<file path="config.mk">
export PLATFORM = sky130hd
export DESIGN_NAME = alu_result_capture_6b_flat
export DESIGN_NICKNAME = d
export VERILOG_FILES = /design/src/rtl/alu_pkg.sv /design/src/rtl/alu_result_capture_6b_if.sv /design/src/rtl/alu_res_fifo.sv /design/src/rtl/alu_result_capture_6b.sv /design/src/flat_wrapper.sv
export SDC_FILE = /design/constraint.sdc
export NUM_CORES = 1
export LEC_CHECK = 0
export BUFFER_PORTS_ARGS = -buffer_cell sky130_fd_sc_hd__buf_2
export CORE_MARGIN = 3
export CORE_UTILIZATION = 40
export DETAILED_ROUTE_END_ITERATION = 7
export GPL_TIMING_DRIVEN = 0
export PLACE_DENSITY = 0.71
export REMOVE_ABC_BUFFERS = 1
export SETUP_SLACK_MARGIN = 0.2
export SYNTH_ARGS = -nofsm -noshare
export SYNTH_HDL_FRONTEND = slang
export SYNTH_SLANG_ARGS = --single-unit
</file>
<file path="constraint.sdc">
create_clock -name CLK -period 2.1 [get_ports CLK]
set_input_delay 0.105 -clock CLK [delete_from_list [all_inputs] [get_ports CLK]]
set_output_delay 0.105 -clock CLK [all_outputs]
set_load 0.02 [all_outputs]
</file>
<file path="src/rtl/alu_pkg.sv">
// Shared constants for the add/subtract result path.
// Entry layout: {N, Z, OF, SEL, Y} packed into ALU_W + 4 bits.
package alu_pkg;

  localparam int ALU_W = 6;

  localparam logic ALU_OP_ADD = 1'b0;
  localparam logic ALU_OP_SUB = 1'b1;

  localparam int ENT_Y   = 0;
  localparam int ENT_SEL = ALU_W;
  localparam int ENT_OF  = ALU_W + 1;
  localparam int ENT_Z   = ALU_W + 2;
  localparam int ENT_N   = ALU_W + 3;
  localparam int ENT_W   = ALU_W + 4;

endpackage

</file>
<file path="src/rtl/alu_result_capture_6b_if.sv">
// Handshake and status bundle of the ALU result capture stage.
// slave = capture stage, master = producer/consumer side.
interface alu_result_capture_6b_if #(
  parameter int WIDTH = 6,
  parameter int DEPTH = 4,
  parameter int CNT_W = 4
);
  logic                     IN_VALID;
  logic                     IN_READY;
  logic                     SEL;
  logic [WIDTH-1:0]         Y;
  logic                     OF_SUM_REST;
  logic                     OUT_VALID;
  logic                     OUT_READY;
  logic [WIDTH-1:0]         R;
  logic                     R_SEL;
  logic                     FLAG_Z;
  logic                     FLAG_N;
  logic                     FLAG_OF;
  logic                     STICKY_OF;
  logic                     CLR_OF;
  logic [CNT_W-1:0]         OF_CNT;
  logic [$clog2(DEPTH):0]   COUNT;

  modport slave (
    input  IN_VALID, SEL, Y, OF_SUM_REST,
    input  OUT_READY, CLR_OF,
    output IN_READY, OUT_VALID, R, R_SEL,
    output FLAG_Z, FLAG_N, FLAG_OF,
    output STICKY_OF, OF_CNT, COUNT
  );

  modport master (
    output IN_VALID, SEL, Y, OF_SUM_REST,
    output OUT_READY, CLR_OF,
    input  IN_READY, OUT_VALID, R, R_SEL,
    input  FLAG_Z, FLAG_N, FLAG_OF,
    input  STICKY_OF, OF_CNT, COUNT
  );
endinterface

</file>
<file path="src/rtl/alu_res_fifo.sv">
// Generic show-ahead FIFO: dout always presents the entry at the
// read pointer; occupancy is tracked in an explicit counter.
module alu_res_fifo #(
  parameter int WIDTH = 10,
  parameter int DEPTH = 4
) (
  input  logic                     clk,
  input  logic                     rst,
  input  logic                     push,
  input  logic                     pop,
  input  logic [WIDTH-1:0]         din,
  output logic [WIDTH-1:0]         dout,
  output logic [$clog2(DEPTH):0]   count,
  output logic                     full,
  output logic                     empty
);
  localparam int AW = $clog2(DEPTH);
  localparam logic [AW-1:0] P_ONE = 1;
  localparam logic [AW:0]   C_ONE = 1;

  logic [WIDTH-1:0] mem [DEPTH];
  logic [AW-1:0]    wr_ptr;
  logic [AW-1:0]    rd_ptr;
  logic             do_push;
  logic             do_pop;

  // DEPTH is a power of two, so the count MSB alone marks full
  assign full    = count[AW];
  assign empty   = (count == '0);
  assign do_push = push & ~full;
  assign do_pop  = pop & ~empty;
  assign dout    = mem[rd_ptr];

  always_ff @(posedge clk) begin
    if (do_push) mem[wr_ptr] <= din;
  end

  always_ff @(posedge clk or posedge rst) begin
    if (rst) begin
      wr_ptr <= '0;
      rd_ptr <= '0;
      count  <= '0;
    end else begin
      if (do_push) wr_ptr <= wr_ptr + P_ONE;
      if (do_pop)  rd_ptr <= rd_ptr + P_ONE;
      unique case ({do_push, do_pop})
        2'b10:   count <= count + C_ONE;
        2'b01:   count <= count - C_ONE;
        default: count <= count;
      endcase
    end
  end
endmodule

</file>
<file path="src/rtl/alu_result_capture_6b.sv">
// Captures add/subtract results with derived flags into a show-ahead
// FIFO; keeps a sticky overflow flag and a saturating overflow count.
module alu_result_capture_6b
  import alu_pkg::*;
#(
  parameter int WIDTH = ALU_W,
  parameter int DEPTH = 4,
  parameter int CNT_W = 4
) (
  input logic CLK,
  input logic RST,
  alu_result_capture_6b_if.slave bus
);
  localparam int AW = $clog2(DEPTH);
  localparam logic [CNT_W-1:0] CNT_MAX = '1;
  localparam logic [CNT_W-1:0] CNT_ONE = 1;

  logic [ENT_W-1:0] din;
  logic [ENT_W-1:0] dout;
  logic [AW:0]      count;
  logic             full;
  logic             empty;
  logic             push;
  logic             pop;
  logic             of_push;
  logic             sticky_q;
  logic [CNT_W-1:0] cnt_q;

  assign bus.IN_READY  = ~full & ~RST;
  assign bus.OUT_VALID = ~empty;
  assign push    = bus.IN_VALID & bus.IN_READY;
  assign pop     = bus.OUT_VALID & bus.OUT_READY;
  assign of_push = push & bus.OF_SUM_REST;

  always_comb begin
    din = '0;
    din[ENT_Y +: ALU_W] = bus.Y;
    din[ENT_SEL]        = bus.SEL;
    din[ENT_OF]         = bus.OF_SUM_REST;
    din[ENT_Z]          = (bus.Y == '0);
    din[ENT_N]          = bus.Y[WIDTH-1];
  end

  alu_res_fifo #(
    .WIDTH (ENT_W),
    .DEPTH (DEPTH)
  ) u_fifo (
    .clk   (CLK),
    .rst   (RST),
    .push  (push),
    .pop   (pop),
    .din   (din),
    .dout  (dout),
    .count (count),
    .full  (full),
    .empty (empty)
  );

  // stale memory must never leak out while the queue is empty
  always_comb begin
    bus.R       = '0;
    bus.R_SEL   = 1'b0;
    bus.FLAG_Z  = 1'b0;
    bus.FLAG_N  = 1'b0;
    bus.FLAG_OF = 1'b0;
    if (!empty) begin
      bus.R       = dout[ENT_Y +: ALU_W];
      bus.R_SEL   = dout[ENT_SEL];
      bus.FLAG_Z  = dout[ENT_Z];
      bus.FLAG_N  = dout[ENT_N];
      bus.FLAG_OF = dout[ENT_OF];
    end
  end

  always_ff @(posedge CLK or posedge RST) begin
    if (RST) begin
      sticky_q <= 1'b0;
      cnt_q    <= '0;
    end else begin
      if (of_push)         sticky_q <= 1'b1;
      else if (bus.CLR_OF) sticky_q <= 1'b0;
      if (bus.CLR_OF)
        cnt_q <= of_push ? CNT_ONE : '0;
      else if (of_push && cnt_q != CNT_MAX)
        cnt_q <= cnt_q + CNT_ONE;
    end
  end

  assign bus.STICKY_OF = sticky_q;
  assign bus.OF_CNT    = cnt_q;
  assign bus.COUNT     = count;
endmodule

</file>
<file path="src/flat_wrapper.sv">
// flat-port wrapper written by rule: the top's interface ports become plain ports
module alu_result_capture_6b_flat import alu_pkg::*;
#(
  parameter int WIDTH = ALU_W,
  parameter int DEPTH = 4,
  parameter int CNT_W = 4
)
  (CLK, RST, bus_IN_VALID, bus_SEL, bus_Y, bus_OF_SUM_REST, bus_OUT_READY, bus_CLR_OF, bus_IN_READY, bus_OUT_VALID, bus_R, bus_R_SEL, bus_FLAG_Z, bus_FLAG_N, bus_FLAG_OF, bus_STICKY_OF, bus_OF_CNT, bus_COUNT);
  alu_result_capture_6b_if #(.WIDTH(WIDTH), .DEPTH(DEPTH), .CNT_W(CNT_W)) bus_i ();
  input logic CLK;
  input logic RST;
  input wire logic [$bits(bus_i.IN_VALID)-1:0] bus_IN_VALID;
  input wire logic [$bits(bus_i.SEL)-1:0] bus_SEL;
  input wire logic [$bits(bus_i.Y)-1:0] bus_Y;
  input wire logic [$bits(bus_i.OF_SUM_REST)-1:0] bus_OF_SUM_REST;
  input wire logic [$bits(bus_i.OUT_READY)-1:0] bus_OUT_READY;
  input wire logic [$bits(bus_i.CLR_OF)-1:0] bus_CLR_OF;
  output wire logic [$bits(bus_i.IN_READY)-1:0] bus_IN_READY;
  output wire logic [$bits(bus_i.OUT_VALID)-1:0] bus_OUT_VALID;
  output wire logic [$bits(bus_i.R)-1:0] bus_R;
  output wire logic [$bits(bus_i.R_SEL)-1:0] bus_R_SEL;
  output wire logic [$bits(bus_i.FLAG_Z)-1:0] bus_FLAG_Z;
  output wire logic [$bits(bus_i.FLAG_N)-1:0] bus_FLAG_N;
  output wire logic [$bits(bus_i.FLAG_OF)-1:0] bus_FLAG_OF;
  output wire logic [$bits(bus_i.STICKY_OF)-1:0] bus_STICKY_OF;
  output wire logic [$bits(bus_i.OF_CNT)-1:0] bus_OF_CNT;
  output wire logic [$bits(bus_i.COUNT)-1:0] bus_COUNT;
  assign bus_i.IN_VALID = bus_IN_VALID;
  assign bus_i.SEL = bus_SEL;
  assign bus_i.Y = bus_Y;
  assign bus_i.OF_SUM_REST = bus_OF_SUM_REST;
  assign bus_i.OUT_READY = bus_OUT_READY;
  assign bus_i.CLR_OF = bus_CLR_OF;
  assign bus_IN_READY = bus_i.IN_READY;
  assign bus_OUT_VALID = bus_i.OUT_VALID;
  assign bus_R = bus_i.R;
  assign bus_R_SEL = bus_i.R_SEL;
  assign bus_FLAG_Z = bus_i.FLAG_Z;
  assign bus_FLAG_N = bus_i.FLAG_N;
  assign bus_FLAG_OF = bus_i.FLAG_OF;
  assign bus_STICKY_OF = bus_i.STICKY_OF;
  assign bus_OF_CNT = bus_i.OF_CNT;
  assign bus_COUNT = bus_i.COUNT;
  alu_result_capture_6b #(.WIDTH(WIDTH), .DEPTH(DEPTH), .CNT_W(CNT_W)) u_core (.CLK(CLK), .RST(RST), .bus(bus_i));
endmodule
</file>
==> impl_metrics.toml <==
[clock_network]
htreeDepth = 2
cts_tree = "yes"
numCtsBuffers = 5
clk_pin_slew_ns = 0.08
root_buffer = "clkbuf_8"
clock_latency_ns = 0.29
cts_max_path_buffers = 2
cts_num_sinks = 48

[global_routing]
grt_pass1_vias = 1299
grt_busiest_layer = "met2"
grt_use_met3_pct = 4.64
grt_pass1_wl_mm = 6.34
grt_max_degree = 14
grt_remaining_overflow = 0
met1_usage_pct = 15.7
gr-usage-all-layers_pct = 13.7
antenna_found_initial = 0
met2_usage_pct = 24.1

[worst_setup_path]
cpLargestDelayFamily = "simple AND/OR/NAND/NOR gates"
path_common_cell = "xor2_1"
critPathBufInv = 1
crit_path_max_incr_delay_ns = 0.45
end_kind = "flop"
worst-path-max-fanout = 3
crit_path_cell_trace = "or3_4 > and2_4 > ha_4 > inv_2 > fa_2 > xor2_1 > nor2_1 > xor2_1"
arrival_ns = 2.03
required_ns = 2.28
cpMaxStageDelayCell = "dfrtp_2"
r2r_cells = 8
cp.depth = 8
cp-start-kind = "flop"
timing_worst_setup_path_type = "reg2reg"

[sta]
clock_skew_ns = 0.00656
setup_viol = 0
fmax_ghz = 0.540
rsz0062_at_grt = "true"
worst_pin_slew_ns = 0.549
post-route-min-period_ns = 1.85
final_max_slew_viol_count = 0
slew-limit-headroom_pct = 63.4
finalHoldViolCount = 0
post-route-period-util_pct = 88.1
holdWs_ns = 0.0321

[synthesis]
syn_area_um2 = 2070
synth_area_leaders = "edfxtp_1 52%, dfrtp_1 14%, mux4_2 8.7%, and2_1 3.6%, ha_1 3.6%"
ys.flop_type = "edfxtp_1"
ys_ff_latch = 48
synthArstFlopShare_pct = 25.0
synth.top_cell.area_share_pct = 52.1
syn_avg_cell_area_um2 = 16.6
synth.distinct_cells = 31
syn_inst = 125
synth_edf_count = 36
seq_area_frac_synth_pct = 66.6
yosys_warnings = 0
yosys.area.top_type = "edfxtp_1"

[route]
drtIter0Drc = 115
vias = 1191
firstDrtPassIters = 4
drc_errors = 0
finalWirelength_mm = 3.78
via_per_inst = 5.11
postRouteAntennaNets = 0
wl_per_cell_um = 16.2

[power]
total_leakage_power_nw = 0.961
irDropWorstVdd_mv = 0.634
powerDensity_nw_per_um2 = 1240

[floorplanning]
die_area_um2 = 6080
dieHeight_um = 78.0
die_w_um = 78.0
coreArea_um2 = 4880
pin_count = 33
rows = 25
start_util_pct = 42.5

[worst_hold_path]
min_path_cells = 2
min_path_type = "in2reg"

[job]
max_cap_viol_count = 0

[place]
dp_hpwl_mm = 2.59
place_congestion = 0.780
io_buffers = 32

[cells_and_area]
final_core_util_pct = 50.4
finalNetCount = 185
areaGrowthSynthToFinish_pct = 18.5
nFillCells = 436
drive_above_1_share_pct = 37.3
insertedDiodeCount = 0

[outcome]
status = "finished clean"
cells in the mapped netlist, types with 2 or more instances:
| library cell | instances |
|---|---|
| and2_1 | 12 |
| inv_1 | 8 |
| and3_1 | 4 |
| dfrtp_1 | 12 |
| ha_1 | 6 |
| buf_4 | 2 |
| a21oi_1 | 2 |
| mux2i_1 | 2 |
| nor3_1 | 4 |
| nor2_1 | 2 |
| xnor2_1 | 3 |
| xor2_1 | 3 |
| edfxtp_1 | 36 |
| o21ai_0 | 2 |
| nand3_1 | 4 |
| mux4_2 | 8 |
path summary, 6_finish.rpt:
check                                            start                       to  slack (ns)
worst max register to register  u_core.u_fifo.count[2]   u_core.u_fifo.count[2]        0.25
worst max-delay path            u_core.u_fifo.count[2]   u_core.u_fifo.count[2]        0.25
min in group asynchronous                          RST  u_core.u_fifo.wr_ptr[1]        0.40
worst min-delay path                        bus_CLR_OF     u_core.bus.OF_CNT[1]        0.03
max in group asynchronous                          RST  u_core.u_fifo.rd_ptr[0]        1.34
worst min register to register    u_core.bus.STICKY_OF     u_core.bus.STICKY_OF        0.54
where the power goes:
group	switching, mW	total (mW)	internal, mW	leakage [nW]
logic	0.593	1.16	0.572	0.437
registers	0.167	1.33	1.16	0.478
clock network	0.280	0.549	0.269	0.0455
total	1.04	3.04	2.00	0.961
logic make-up after synthesis:
kind of cell | after synthesis | share of synthesized area, %
flops | 48 | 66.6
simple gates | 32 | 9.41
buf+inv | 13 | 3.14
mux | 12 | 11.5
compound gates | 7 | 2.23
fa+ha+maj | 7 | 4.59
xor+xnor | 6 | 2.54
sequential cells by signal (all words and copies together) (netlist names):
register and flops:
u_core.bus.OF_CNT 4, u_core.bus.STICKY_OF 1, u_core.u_fifo.count 3, u_core.u_fifo.mem 36
u_core.u_fifo.rd_ptr 2, u_core.u_fifo.wr_ptr 2
repair_timing:
action | CTS | global route
hold buffers | 1 | 0
setup endpoints to repair | 12 | 4
buffers inserted | 4 | 1
pin swaps | 1 | 4
resized for setup | 6 | 6
hold endpoints to repair | 12 | 0
cell type report:
| class | count | area [µm²] | share of cell area, % |
|---|---|---|---|
| Tap cell | 67 | 83.8 | 3.41 |
| Clock buffer | 8 | 90.1 | 3.67 |
| Sequential cell | 48 | 1390 | 56.4 |
| Inverter | 8 | 30.0 | 1.22 |
| Multi-Input combinational cell | 64 | 659 | 26.8 |
| Timing Repair Buffer | 38 | 208 | 8.45 |
layer usage:
metal / vias up / wire, µm
met5: - / 0
met4: 0 / 25
met3: 4 / 171
met2: 30 / 1990
met1: 612 / 1600
li1: 545 / -
placed cells by master (no fill, tap or decap), drive strengths merged:
master	instances
nor2	2
edfxtp	36
xor2	3
ha	6
and4bb	1
xnor2	3
nor2b	1
a211oi	1
mux4	9
a21bo	1
mux2i	2
fa	1
dfrtp	12
clkbuf	8
nand4bb	1
inv	8
o21ai	2
and3	4
nand3	4
mux2	1
buf	37
a21oi	2
dlygate4sd3	1
nor3	4
or3	1
nand2	1
or4	1
a41oi	1
and2	12
metrics by stage:
| stage | power (mW) | setup slack [ns] | std cells | TNS, ns | instance area, µm² |
|---|---|---|---|---|---|
| after floorplan | 2.05 | -0.0583 | 120 | -0.0804 | 2040 |
| after global placement | 2.34 | -0.0298 | 219 | -0.0353 | 2280 |
| after detailed placement | 2.40 | -0.126 | 219 | -0.227 | 2280 |
| after CTS | 3.03 | 0.183 | 232 | 0 | 2430 |
| after global routing | 3.23 | 0.140 | 233 | 0 | 2460 |
| final | 3.04 | 0.249 | 233 | 0 | 2460 |
(Power assumes the default switching activity.)
